File: src/rtl/stagemem_pkg.sv
// Shared definitions for the memory stage: funct3 access codes, FSM states and
// small address-alignment helpers used by the stage and its lane-steering block.
package stagemem_pkg;

    // Access size/sign codes carried in funct3
    localparam logic [2:0] F3_B  = 3'd0;
    localparam logic [2:0] F3_H  = 3'd1;
    localparam logic [2:0] F3_W  = 3'd2;
    localparam logic [2:0] F3_BU = 3'd4;
    localparam logic [2:0] F3_HU = 3'd5;

    typedef enum logic [1:0] {
        IDLE,
        BUSY,
        RESP
    } state_e;

    // sz is funct3[1:0]: 0 = byte, 1 = half, anything else = word
    function automatic logic is_misaligned(input logic [1:0] sz, input logic [1:0] lo);
        case (sz)
            2'b00:   return 1'b0;
            2'b01:   return lo[0];
            default: return lo != 2'b00;
        endcase
    endfunction

    // Clear the low address bits that cannot be honoured for this size
    function automatic logic [1:0] align_lo(input logic [1:0] sz, input logic [1:0] lo);
        case (sz)
            2'b00:   return lo;
            2'b01:   return {lo[1], 1'b0};
            default: return 2'b00;
        endcase
    endfunction

endpackage

File: src/rtl/stagemem_if.sv
// Data-memory req/ack bus between the memory stage (master) and the memory (slave).
interface stagemem_if;

    logic        req;
    logic        we;
    logic [31:0] addr;
    logic [31:0] wdata;
    logic [3:0]  bmask;
    logic        ack;
    logic [31:0] rdata;

    modport master (
        output req,
        output we,
        output addr,
        output wdata,
        output bmask,
        input  ack,
        input  rdata
    );

    modport slave (
        input  req,
        input  we,
        input  addr,
        input  wdata,
        input  bmask,
        output ack,
        output rdata
    );

endinterface

File: src/rtl/stagemem_lsu_align.sv
// lsu_align: purely combinational byte-lane logic for the memory stage.
// Store side: replicate store data across lanes and build the byte mask.
// Load side: pick the addressed byte/half out of the read word and extend it.
module stagemem_lsu_align
    import stagemem_pkg::*;
(
    input  logic [1:0]  st_size_i,
    input  logic [1:0]  st_lo_i,
    input  logic [31:0] st_data_i,
    output logic [31:0] st_wdata_o,
    output logic [3:0]  st_bmask_o,
    input  logic [2:0]  ld_f3_i,
    input  logic [1:0]  ld_lo_i,
    input  logic [31:0] ld_word_i,
    output logic [31:0] ld_data_o
);

    logic [7:0]  byte_sel;
    logic [15:0] half_sel;

    // Store lane steering
    always_comb begin
        st_wdata_o = st_data_i;
        st_bmask_o = 4'b1111;
        case (st_size_i)
            2'b00: begin
                st_wdata_o = {4{st_data_i[7:0]}};
                st_bmask_o = 4'b0001 << st_lo_i;
            end
            2'b01: begin
                st_wdata_o = {2{st_data_i[15:0]}};
                st_bmask_o = st_lo_i[1] ? 4'b1100 : 4'b0011;
            end
            default: begin
                st_wdata_o = st_data_i;
                st_bmask_o = 4'b1111;
            end
        endcase
    end

    // Load extract and sign/zero extension
    always_comb begin
        byte_sel  = ld_word_i[7:0];
        half_sel  = ld_lo_i[1] ? ld_word_i[31:16] : ld_word_i[15:0];
        ld_data_o = ld_word_i;
        case (ld_lo_i)
            2'd0:    byte_sel = ld_word_i[7:0];
            2'd1:    byte_sel = ld_word_i[15:8];
            2'd2:    byte_sel = ld_word_i[23:16];
            default: byte_sel = ld_word_i[31:24];
        endcase
        case (ld_f3_i)
            F3_B:    ld_data_o = {{24{byte_sel[7]}}, byte_sel};
            F3_H:    ld_data_o = {{16{half_sel[15]}}, half_sel};
            F3_BU:   ld_data_o = {24'd0, byte_sel};
            F3_HU:   ld_data_o = {16'd0, half_sel};
            default: ld_data_o = ld_word_i;
        endcase
    end

endmodule

File: src/rtl/stagemem.sv
// Memory stage: issues loads/stores from the MEM pipeline slot onto the req/ack data bus,
// stalls the pipeline while an access is outstanding, and returns extended load data.
// FSM IDLE -> BUSY -> RESP -> IDLE; a BUSY phase that sees no ack within TIMEOUT_CYC
// cycles completes with a bus error.
// Build option: define MISALIGN_TRAP_EN to reject misaligned H/W accesses with an
// o_misaligned pulse; otherwise the offending low address bits are cleared.
module stagemem
    import stagemem_pkg::*;
#(
    parameter int unsigned TIMEOUT_CYC = 255
) (
    input  logic        i_clk,
    input  logic        i_reset,
    input  logic        i_valid_mem,
    input  logic        i_mem_rden,
    input  logic        i_mem_wren,
    input  logic [2:0]  i_funct3_mem,
    input  logic [31:0] i_alu_data_mem,
    input  logic [31:0] i_rs2_data_mem,
    stagemem_if.master  dmem,
    output logic [31:0] o_ld_data,
    output logic        o_done,
    output logic        o_stall,
    output logic        o_bus_err,
    output logic        o_misaligned
);

    localparam logic [15:0] TimeoutLast = 16'(TIMEOUT_CYC - 1);

    state_e      state_q, state_d;
    logic [15:0] cnt_q, cnt_d;
    logic        req_q, req_d;
    logic        we_q, we_d;
    logic [31:0] addr_q, addr_d;
    logic [31:0] wdata_q, wdata_d;
    logic [3:0]  bmask_q, bmask_d;
    logic [2:0]  f3_q, f3_d;
    logic [1:0]  lo_q, lo_d;
    logic [31:0] ld_data_q, ld_data_d;
    logic        err_q, err_d;

    logic        mem_op;
    logic        misaligned;
    logic        accept;
    logic [1:0]  eff_lo;
    logic [31:0] st_wdata;
    logic [3:0]  st_bmask;
    logic [31:0] ld_ext;

    // Decode the presented instruction and decide whether it is issued this cycle
    always_comb begin
        mem_op = i_valid_mem & (i_mem_rden | i_mem_wren);
`ifdef MISALIGN_TRAP_EN
        misaligned   = is_misaligned(i_funct3_mem[1:0], i_alu_data_mem[1:0]);
        eff_lo       = i_alu_data_mem[1:0];
        o_misaligned = (state_q == IDLE) & mem_op & misaligned & ~i_reset;
`else
        misaligned   = 1'b0;
        eff_lo       = align_lo(i_funct3_mem[1:0], i_alu_data_mem[1:0]);
        o_misaligned = 1'b0;
`endif
        accept  = (state_q == IDLE) & mem_op & ~misaligned & ~i_reset;
        o_stall = accept | (state_q == BUSY);
    end

    stagemem_lsu_align u_lsu_align (
        .st_size_i  (i_funct3_mem[1:0]),
        .st_lo_i    (eff_lo),
        .st_data_i  (i_rs2_data_mem),
        .st_wdata_o (st_wdata),
        .st_bmask_o (st_bmask),
        .ld_f3_i    (f3_q),
        .ld_lo_i    (lo_q),
        .ld_word_i  (dmem.rdata),
        .ld_data_o  (ld_ext)
    );

    // Next-state logic for the access FSM, timeout counter and bus/output registers
    always_comb begin
        state_d   = state_q;
        cnt_d     = cnt_q;
        req_d     = req_q;
        we_d      = we_q;
        addr_d    = addr_q;
        wdata_d   = wdata_q;
        bmask_d   = bmask_q;
        f3_d      = f3_q;
        lo_d      = lo_q;
        ld_data_d = ld_data_q;
        err_d     = 1'b0;
        unique case (state_q)
            IDLE: begin
                if (accept) begin
                    state_d = BUSY;
                    cnt_d   = 16'd0;
                    req_d   = 1'b1;
                    we_d    = i_mem_wren;
                    addr_d  = {i_alu_data_mem[31:2], 2'b00};
                    wdata_d = st_wdata;
                    bmask_d = st_bmask;
                    f3_d    = i_funct3_mem;
                    lo_d    = eff_lo;
                end
            end
            BUSY: begin
                if (dmem.ack) begin
                    state_d   = RESP;
                    req_d     = 1'b0;
                    ld_data_d = we_q ? 32'd0 : ld_ext;
                end else if (cnt_q == TimeoutLast) begin
                    state_d   = RESP;
                    req_d     = 1'b0;
                    ld_data_d = 32'd0;
                    err_d     = 1'b1;
                end else begin
                    cnt_d = cnt_q + 16'd1;
                end
            end
            RESP: begin
                state_d = IDLE;
                cnt_d   = 16'd0;
            end
            default: begin
                state_d = IDLE;
                req_d   = 1'b0;
            end
        endcase
    end

    // State and output registers with synchronous reset
    always_ff @(posedge i_clk) begin
        if (i_reset) begin
            state_q   <= IDLE;
            cnt_q     <= 16'd0;
            req_q     <= 1'b0;
            we_q      <= 1'b0;
            addr_q    <= 32'd0;
            wdata_q   <= 32'd0;
            bmask_q   <= 4'd0;
            f3_q      <= 3'd0;
            lo_q      <= 2'd0;
            ld_data_q <= 32'd0;
            err_q     <= 1'b0;
        end else begin
            state_q   <= state_d;
            cnt_q     <= cnt_d;
            req_q     <= req_d;
            we_q      <= we_d;
            addr_q    <= addr_d;
            wdata_q   <= wdata_d;
            bmask_q   <= bmask_d;
            f3_q      <= f3_d;
            lo_q      <= lo_d;
            ld_data_q <= ld_data_d;
            err_q     <= err_d;
        end
    end

    assign dmem.req   = req_q;
    assign dmem.we    = we_q;
    assign dmem.addr  = addr_q;
    assign dmem.wdata = wdata_q;
    assign dmem.bmask = bmask_q;
    assign o_ld_data  = ld_data_q;
    assign o_done     = (state_q == RESP);
    assign o_bus_err  = err_q;

endmodule

File: src/flat_wrapper.sv
// flat-port wrapper written by rule: the top's interface ports become plain ports
module stagemem_flat import stagemem_pkg::*;
#(
    parameter int unsigned TIMEOUT_CYC = 255
)
  (i_clk, i_reset, i_valid_mem, i_mem_rden, i_mem_wren, i_funct3_mem, i_alu_data_mem, i_rs2_data_mem, o_ld_data, o_done, o_stall, o_bus_err, o_misaligned, dmem_req, dmem_we, dmem_addr, dmem_wdata, dmem_bmask, dmem_ack, dmem_rdata);
  stagemem_if dmem_i ();
  input  logic i_clk;
  input  logic i_reset;
  input  logic i_valid_mem;
  input  logic i_mem_rden;
  input  logic i_mem_wren;
  input  logic [2:0] i_funct3_mem;
  input  logic [31:0] i_alu_data_mem;
  input  logic [31:0] i_rs2_data_mem;
  output logic [31:0] o_ld_data;
  output logic o_done;
  output logic o_stall;
  output logic o_bus_err;
  output logic o_misaligned;
  output wire logic [$bits(dmem_i.req)-1:0] dmem_req;
  output wire logic [$bits(dmem_i.we)-1:0] dmem_we;
  output wire logic [$bits(dmem_i.addr)-1:0] dmem_addr;
  output wire logic [$bits(dmem_i.wdata)-1:0] dmem_wdata;
  output wire logic [$bits(dmem_i.bmask)-1:0] dmem_bmask;
  input wire logic [$bits(dmem_i.ack)-1:0] dmem_ack;
  input wire logic [$bits(dmem_i.rdata)-1:0] dmem_rdata;
  assign dmem_req = dmem_i.req;
  assign dmem_we = dmem_i.we;
  assign dmem_addr = dmem_i.addr;
  assign dmem_wdata = dmem_i.wdata;
  assign dmem_bmask = dmem_i.bmask;
  assign dmem_i.ack = dmem_ack;
  assign dmem_i.rdata = dmem_rdata;
  stagemem #(.TIMEOUT_CYC(TIMEOUT_CYC)) u_core (.i_clk(i_clk), .i_reset(i_reset), .i_valid_mem(i_valid_mem), .i_mem_rden(i_mem_rden), .i_mem_wren(i_mem_wren), .i_funct3_mem(i_funct3_mem), .i_alu_data_mem(i_alu_data_mem), .i_rs2_data_mem(i_rs2_data_mem), .dmem(dmem_i), .o_ld_data(o_ld_data), .o_done(o_done), .o_stall(o_stall), .o_bus_err(o_bus_err), .o_misaligned(o_misaligned));
endmodule
File: config.mk
export PLATFORM = sky130hd
export DESIGN_NAME = stagemem_flat
export DESIGN_NICKNAME = d
export VERILOG_FILES = /design/src/rtl/stagemem_pkg.sv /design/src/rtl/stagemem_if.sv /design/src/rtl/stagemem_lsu_align.sv /design/src/rtl/stagemem.sv /design/src/flat_wrapper.sv
export SDC_FILE = /design/constraint.sdc
export NUM_CORES = 1
export LEC_CHECK = 0
export ABC_AREA = 1
export CAP_MARGIN = 20
export CORE_MARGIN = 2
export CORE_UTILIZATION = 50
export DETAILED_ROUTE_END_ITERATION = 12
export PLACE_DENSITY = 0.87
export SKIP_CTS_REPAIR_TIMING = 1
export SLEW_MARGIN = 20
export SYNTH_ARGS = -nofsm -noshare
export SYNTH_HDL_FRONTEND = slang
export SYNTH_HIERARCHICAL = 1
export SYNTH_SLANG_ARGS = --single-unit
File: constraint.sdc
create_clock -name i_clk -period 2.9 [get_ports i_clk]
set_input_delay 0.29 -clock i_clk [delete_from_list [all_inputs] [get_ports i_clk]]
set_output_delay 0.29 -clock i_clk [all_outputs]
set_load 0.01 [all_outputs]
==> flow_summary_export.csv, run 1 <==
group,metric,value,unit
synth,synth-main-ff-cell,"dfxtp_1",
cts,htreeDepth,4,
pwr,vdd_drop_max,0.430,mV
layout,final_util,72.8,%
layout,drive_above_1_share,7.52,%
drt,via_per_inst,5.31,
drt,vias,6752,
hold_path,min-delay-path-class,"primary input to register",
critical_path,cp_data_arrival_time,1.75,ns
synth,synthTopCellsByArea,"dfxtp_1 (40%), nand2_1 (22%), nand3_1 (9.3%)",
critical_path,worst_path_max_delay_cell,"clkdlybuf4s50_1",
timing,finalSetupViolCount,0,
die,core,12100,µm²
drt,drc,0,
synth,synthCells,919,
pwr,clkPwrFrac,45.3,%
timing,max_freq,0.491,GHz
global_route,grt_max_degree,74,
cts,insertion_delay,0.41,ns
synth,syn_area,6210,µm²
run_status,status,"finished clean",
timing,skew,0.00706,ns
synth,ys_seq_area_share,40.0,%
layout,final_common_cell,"nand2_1",
synth,synth-edff-count,0,
timing,slew_violations,0,
drt,first_pass_iters,6,
cts,cts_tree,"built",
cts,numCtsBuffers,17,
layout,multi_input_area,3140,µm²
pwr,finalPower,4870,µW
critical_path,cp_data_required_time,2.61,ns
die,die_y,115,µm
timing,hold_viol,0,
cts,cts_buffer_depth,2,
drt,drt-initial-drc-count,537,
layout,nNetsFinal,1200,
die,die-area,13300,µm²
synth,synth_cell_types,38,
die,num_rows,40,
pwr,comb_power_share,16.4,%
critical_path,cpPeakStageDelay,0.54,ns
place,routabilityCongestion,0.930,
global_route,antenna_found_initial,0,
timing,final.setup.tns,0,ns
drt,wire_per_inst,14.4,µm
synth,async_flop_share,0,%
layout,regArea,2480,µm²
flow_run,cap_violations,0,
layout,final_area,8790,µm²
timing,slew_headroom,52.1,%
drt,routed_wl,18.3,mm
pwr,p_sw,1240,µW
drt,antenna_left,0,
layout,layout_common_cells,"nand2_1 (360), clkdlybuf4s50_1 (206), dfxtp_1 (124), nand3_1 (115), a21oi_1 (57)",
pwr,p_int,3640,µW
layout,fillers,961,
place,numPortBuffers,207,
timing,min_period,2.04,ns
pwr,p_sw_share,25.4,%
die,ios,211,
die,start_util,51.5,%
synth,synth_seq_cells,124,
pwr,seqPwrFrac,38.3,%
cts,cts.sinks,124,
pwr,power_density,555,nW/µm²
cts,root_buffer,"clkbuf_16",
layout,area_growth,41.5,%
timing,grt_setup_unrepaired,"false",
critical_path,worst-path-max-fanout,15,
die,fp.dieW,115,µm
critical_path,end_kind,"output pin",
global_route,grt.total_usage,27.0,%
layout,n_antenna_cell,0,
global_route,grt_pass1_wl,28.7,mm
critical_path,cp-start-kind,"register",
critical_path,path_class,"register to output pin",
cts,clkTransAtPathRegs,0.05,ns
pwr,p_leak,0.00370,µW
timing,max_slew.worst_pin.slew,0.719,ns
place,dp_hpwl,12.5,mm
synth,syn_avg_cell_area,6.75,µm²
global_route,gr-total-overflow,0,
timing,fin_crit_sh,70.3,%
synth,yosys.area.top_type_share,40.0,%
global_route,grt_pass1_vias,6081,
place,place_area,8170,µm²
synth,yosysTopAreaCell,"dfxtp_1",
critical_path,path_cells,"nand2_2 > nand2_1 > clkdlybuf4s50_1",
synth,synth_warnings,6,
[worst paths after layout]
check	from	end	slack (ns)	depth (start not counted)
setup / recovery	u_core/state_q[0]	o_stall	0.86	3
hold / removal	i_reset	u_core/state_q[0]	0.29	4
setup reg to reg	u_core/cnt_q[0]	u_core/o_ld_data[7]	0.98	9
hold reg to reg	u_core/o_ld_data[20]	u_core/o_ld_data[20]	0.46	2
[power groups by stage]
stage          combinational [µW]  sequential, µW  clock (µW)
3_5_place_dp                  785            1900           0
4_1_cts                       794            1870        2230
3_3_place_gp                  777            1900           0
2_1_floorplan                 370            1930           0
5_1_grt                       868            1880        2310
6_report                      798            1870        2210
[Yosys cell counts, types with 2 or more instances]
library cell / n
nand2_1: 360
dfxtp_1: 124
nand3_1: 115
a21oi_1: 57
nor2_1: 50
inv_1: 40
clkbuf_1: 25
o21ai_0: 24
buf_2: 15
buf_4: 12
buf_6: 11
nand4_1: 10
nor2_4: 8
nor3_1: 8
nand2_2: 7
o211ai_1: 7
a21oi_2: 6
inv_2: 5
o21bai_1: 5
nand2_4: 3
nand3_2: 3
nand3b_1: 3
o21ai_1: 3
ha_1: 2
nor2_2: 2
nor3_2: 2
[kinds of logic after synthesis]
logic type      after synthesis  share of synthesized area, %
buf+inv                     113                          9.57
simple gates                574                          40.5
fa+ha+maj                     2                         0.403
flops                       124                          40.0
compound gates              103                          9.19
xor+xnor                      2                         0.282
other cells                   1                        0.0604
[area by class of cell]
type                       count  share of cell area [%]
multi-input combinational    684                    35.8
tap                          168                    2.39
timing repair buffer         218                    24.5
inverter                      48                    2.14
clock inverter                12                    1.97
clock buffer                  18                    5.00
sequential                   124                    28.3
[metal layers]
| layer | wire length, µm | share of wire [%] | GRT usage (%) | vias up |
|---|---|---|---|---|
| met4 | 354 | 1.9 | 9.40 | 0 |
| met3 | 1910 | 10 | 9.78 | 33 |
| met1 | 7360 | 40 | 33.4 | 3098 |
| met5 | 0 | 0 | 0 | - |
| met2 | 8680 | 47 | 43.8 | 337 |
| li1 | - | - | - | 3284 |
[worst max-delay path, delay by kind of cell (launching register included)]
family / cells / cell delay (ns)
buffers and inverters: 1 / 0.54
DFF: 1 / 0.38
and+or+nand+nor: 2 / 0.41
[sequential cells by signal, summed over array words and instances (netlist names), 2 cells and up]
signal and count:
u_core/dmem.wdata 32, u_core/dmem.bmask 4, u_core/f3_q 3, u_core/cnt_q 16, u_core/lo_q 2, u_core/state_q 2, u_core/dmem.addr 30, u_core/o_ld_data 32
[metrics by stage]
step           worst slack, ns  instances  hold slack, ns
2_1_floorplan             1.49        921           0.369
3_3_place_gp             0.825       1242           0.449
3_5_place_dp             0.749       1242           0.452
4_1_cts                  0.852       1272           0.272
5_1_grt                  0.812       1272           0.324
6_report                 0.863       1272           0.286
No activity file was read; power rests on OpenSTA's default activity.
==> run 2: changes to the inputs <==
- CORE_UTILIZATION: 50 -> 46
- PLACE_DENSITY: 0.87 -> 0.81
- clock period: 2.9 -> 2 ns (I/O delays scaled with it)
==> run 2 against run 1 <==
Total power increased by 40%. Flip-flop and latch count unchanged. Count of clock-buffer cells in the layout decreased by 1. Critical path type unchanged. Setup slack got worse by 0.74 ns. Combinational power increased by 48%. Register-to-register slack got worse by 0.70 ns. Critical endpoint unchanged. Via count decreased by 2.9%. First-iteration DRC count decreased by 15%. Global-route usage decreased by 1.7 points.
==> flow_summary_export.csv, run 2 (same netlist as run 1, synthesis figures left out) <==
group,metric,value,unit
global_route,grt_pass1_wl,29.3,mm
flow_run,cap_violations,0,
cts,cts_tree,"built",
die,start_util,47.1,%
timing,slew_violations,0,
drt,routed_wl,18.0,mm
cts,insertion_delay,0.42,ns
die,die-area,14400,µm²
drt,dr_wl_met3,1.73,mm
timing,holdWs,0.312,ns
global_route,antenna_found_initial,0,
timing,final.setup.tns,0,ns
timing,max_freq,0.532,GHz
cts,numCtsBuffers,17,
drt,wl_met1,7.53,mm
place,routabilityCongestion,0.940,
timing,finalSetupViolCount,0,
critical_path,cp_data_required_time,1.80,ns
timing,slew_headroom,59.9,%
drt,drt-initial-drc-count,458,
cts,clkTransAtPathRegs,0.06,ns
drt,first_pass_iters,5,
cts,root_buffer,"clkbuf_16",
drt,antenna_left,0,
global_route,grt_pass1_vias,6114,
drt,via_per_inst,5.09,
place,place_area,8280,µm²
layout,area_growth,42.5,%
place,dp_hpwl,12.8,mm
place,numPortBuffers,207,
die,ios,211,
critical_path,cp_data_arrival_time,1.68,ns
place,post-place-cells,1256,
layout,n_antenna_cell,0,
critical_path,end_kind,"output pin",
timing,max_slew.worst_pin.slew,0.600,ns
drt,wire_per_inst,14.0,µm
global_route,grt.total_usage,25.3,%
global_route,gr-total-overflow,0,
pwr,vdd_drop_max,0.502,mV
pwr,finalPower,6810,µW
layout,fillers,1135,
die,core,13200,µm²
die,fp.dieW,120,µm
drt,drc,0,
drt,route.met2.wl,8.39,mm
critical_path,cp-start-kind,"register",
run_status,status,"finished clean",
die,die_y,120,µm
cts,cts.sinks,124,
cts,cts_buffer_depth,2,
layout,fin_cells,1288,
die,num_rows,42,
critical_path,worst-path-max-fanout,4,
timing,hold_viol,0,
critical_path,path_class,"register to output pin",
global_route,grt_max_degree,53,
layout,drive_above_1_share,8.18,%
cts,htreeDepth,4,
hold_path,min-delay-path-class,"primary input to register",
layout,layout_common_cells,"nand2_1 (360), clkdlybuf4s50_1 (206), dfxtp_1 (124), nand3_1 (115), a21oi_1 (57)",
timing,min_period,1.88,ns
timing,skew,0.00672,ns
timing,fin_crit_sh,94.0,%
layout,final_area,8850,µm²
layout,final_common_cell,"nand2_1",
pwr,p_leak,0.00373,µW
timing,grt_setup_unrepaired,"false",
drt,vias,6558,
pwr,power_density,770,nW/µm²
layout,nNetsFinal,1206,
drt,highest_layer,"met4",
-- run 2: changes by cell type in the layout (fill, tap and decap cells not counted), moves of 2 or more --
| cell | delta |
|---|---|
| clkinv_4 | +3 |
| inv_6 | +5 |
| buf_12 | +4 |
| bufinv_16 | -3 |
| buf_4 | +2 |
| clkinvlp_4 | -2 |
-- run 2: worst max-delay path: stages, from the launching register on --
cell             delay (ns)
dfxtp_1                0.35
nor2_1                 0.19
nand3_2                0.11
nand2_1                0.07
clkdlybuf4s50_1        0.54
-- run 2: area by class of cell --
type,instances,area [µm²],area share (%)
well taps,176,220,2.49
inverters,48,188,2.12
repair buffers,224,2240,25.4
clock inverters,15,138,1.56
clock buffers,17,425,4.81
multi-input cells,684,3150,35.6
flip-flops and latches,124,2480,28.1
-- run 2: worst paths after layout --
kind,endpoint,depth (start not counted),from,slack (ns)
max reg2reg,u_core/cnt_q[13],9,u_core/cnt_q[0],0.28
min,u_core/dmem.addr[16],3,i_alu_data_mem[16],0.31
max,o_stall,4,u_core/state_q[0],0.12
min reg2reg,u_core/o_ld_data[23],2,u_core/o_ld_data[23],0.46
-- run 2: metal layers --
layer / GRT usage [%] / vias up
met5: 0 / -
met4: 9.56 / 0
met3: 8.46 / 29
met2: 40.6 / 287
met1: 31.5 / 2947
li1: - / 3295
-- run 2: metrics by stage --
stage	setup slack, ns	utilization [%]
6_report	0.120	67.1
4_1_cts	-0.0148	67.0
2_1_floorplan	0.594	-
3_3_place_gp	0.262	62.8
5_1_grt	0.0451	67.1
3_5_place_dp	0.198	62.8
-- run 2: power breakdown --
part           internal, µW  total [µW]  switching, µW
Clock                  1720        2930           1210
Combinational           588        1180            596
Sequential             2610        2700           86.6
Total                  4920        6810           1890
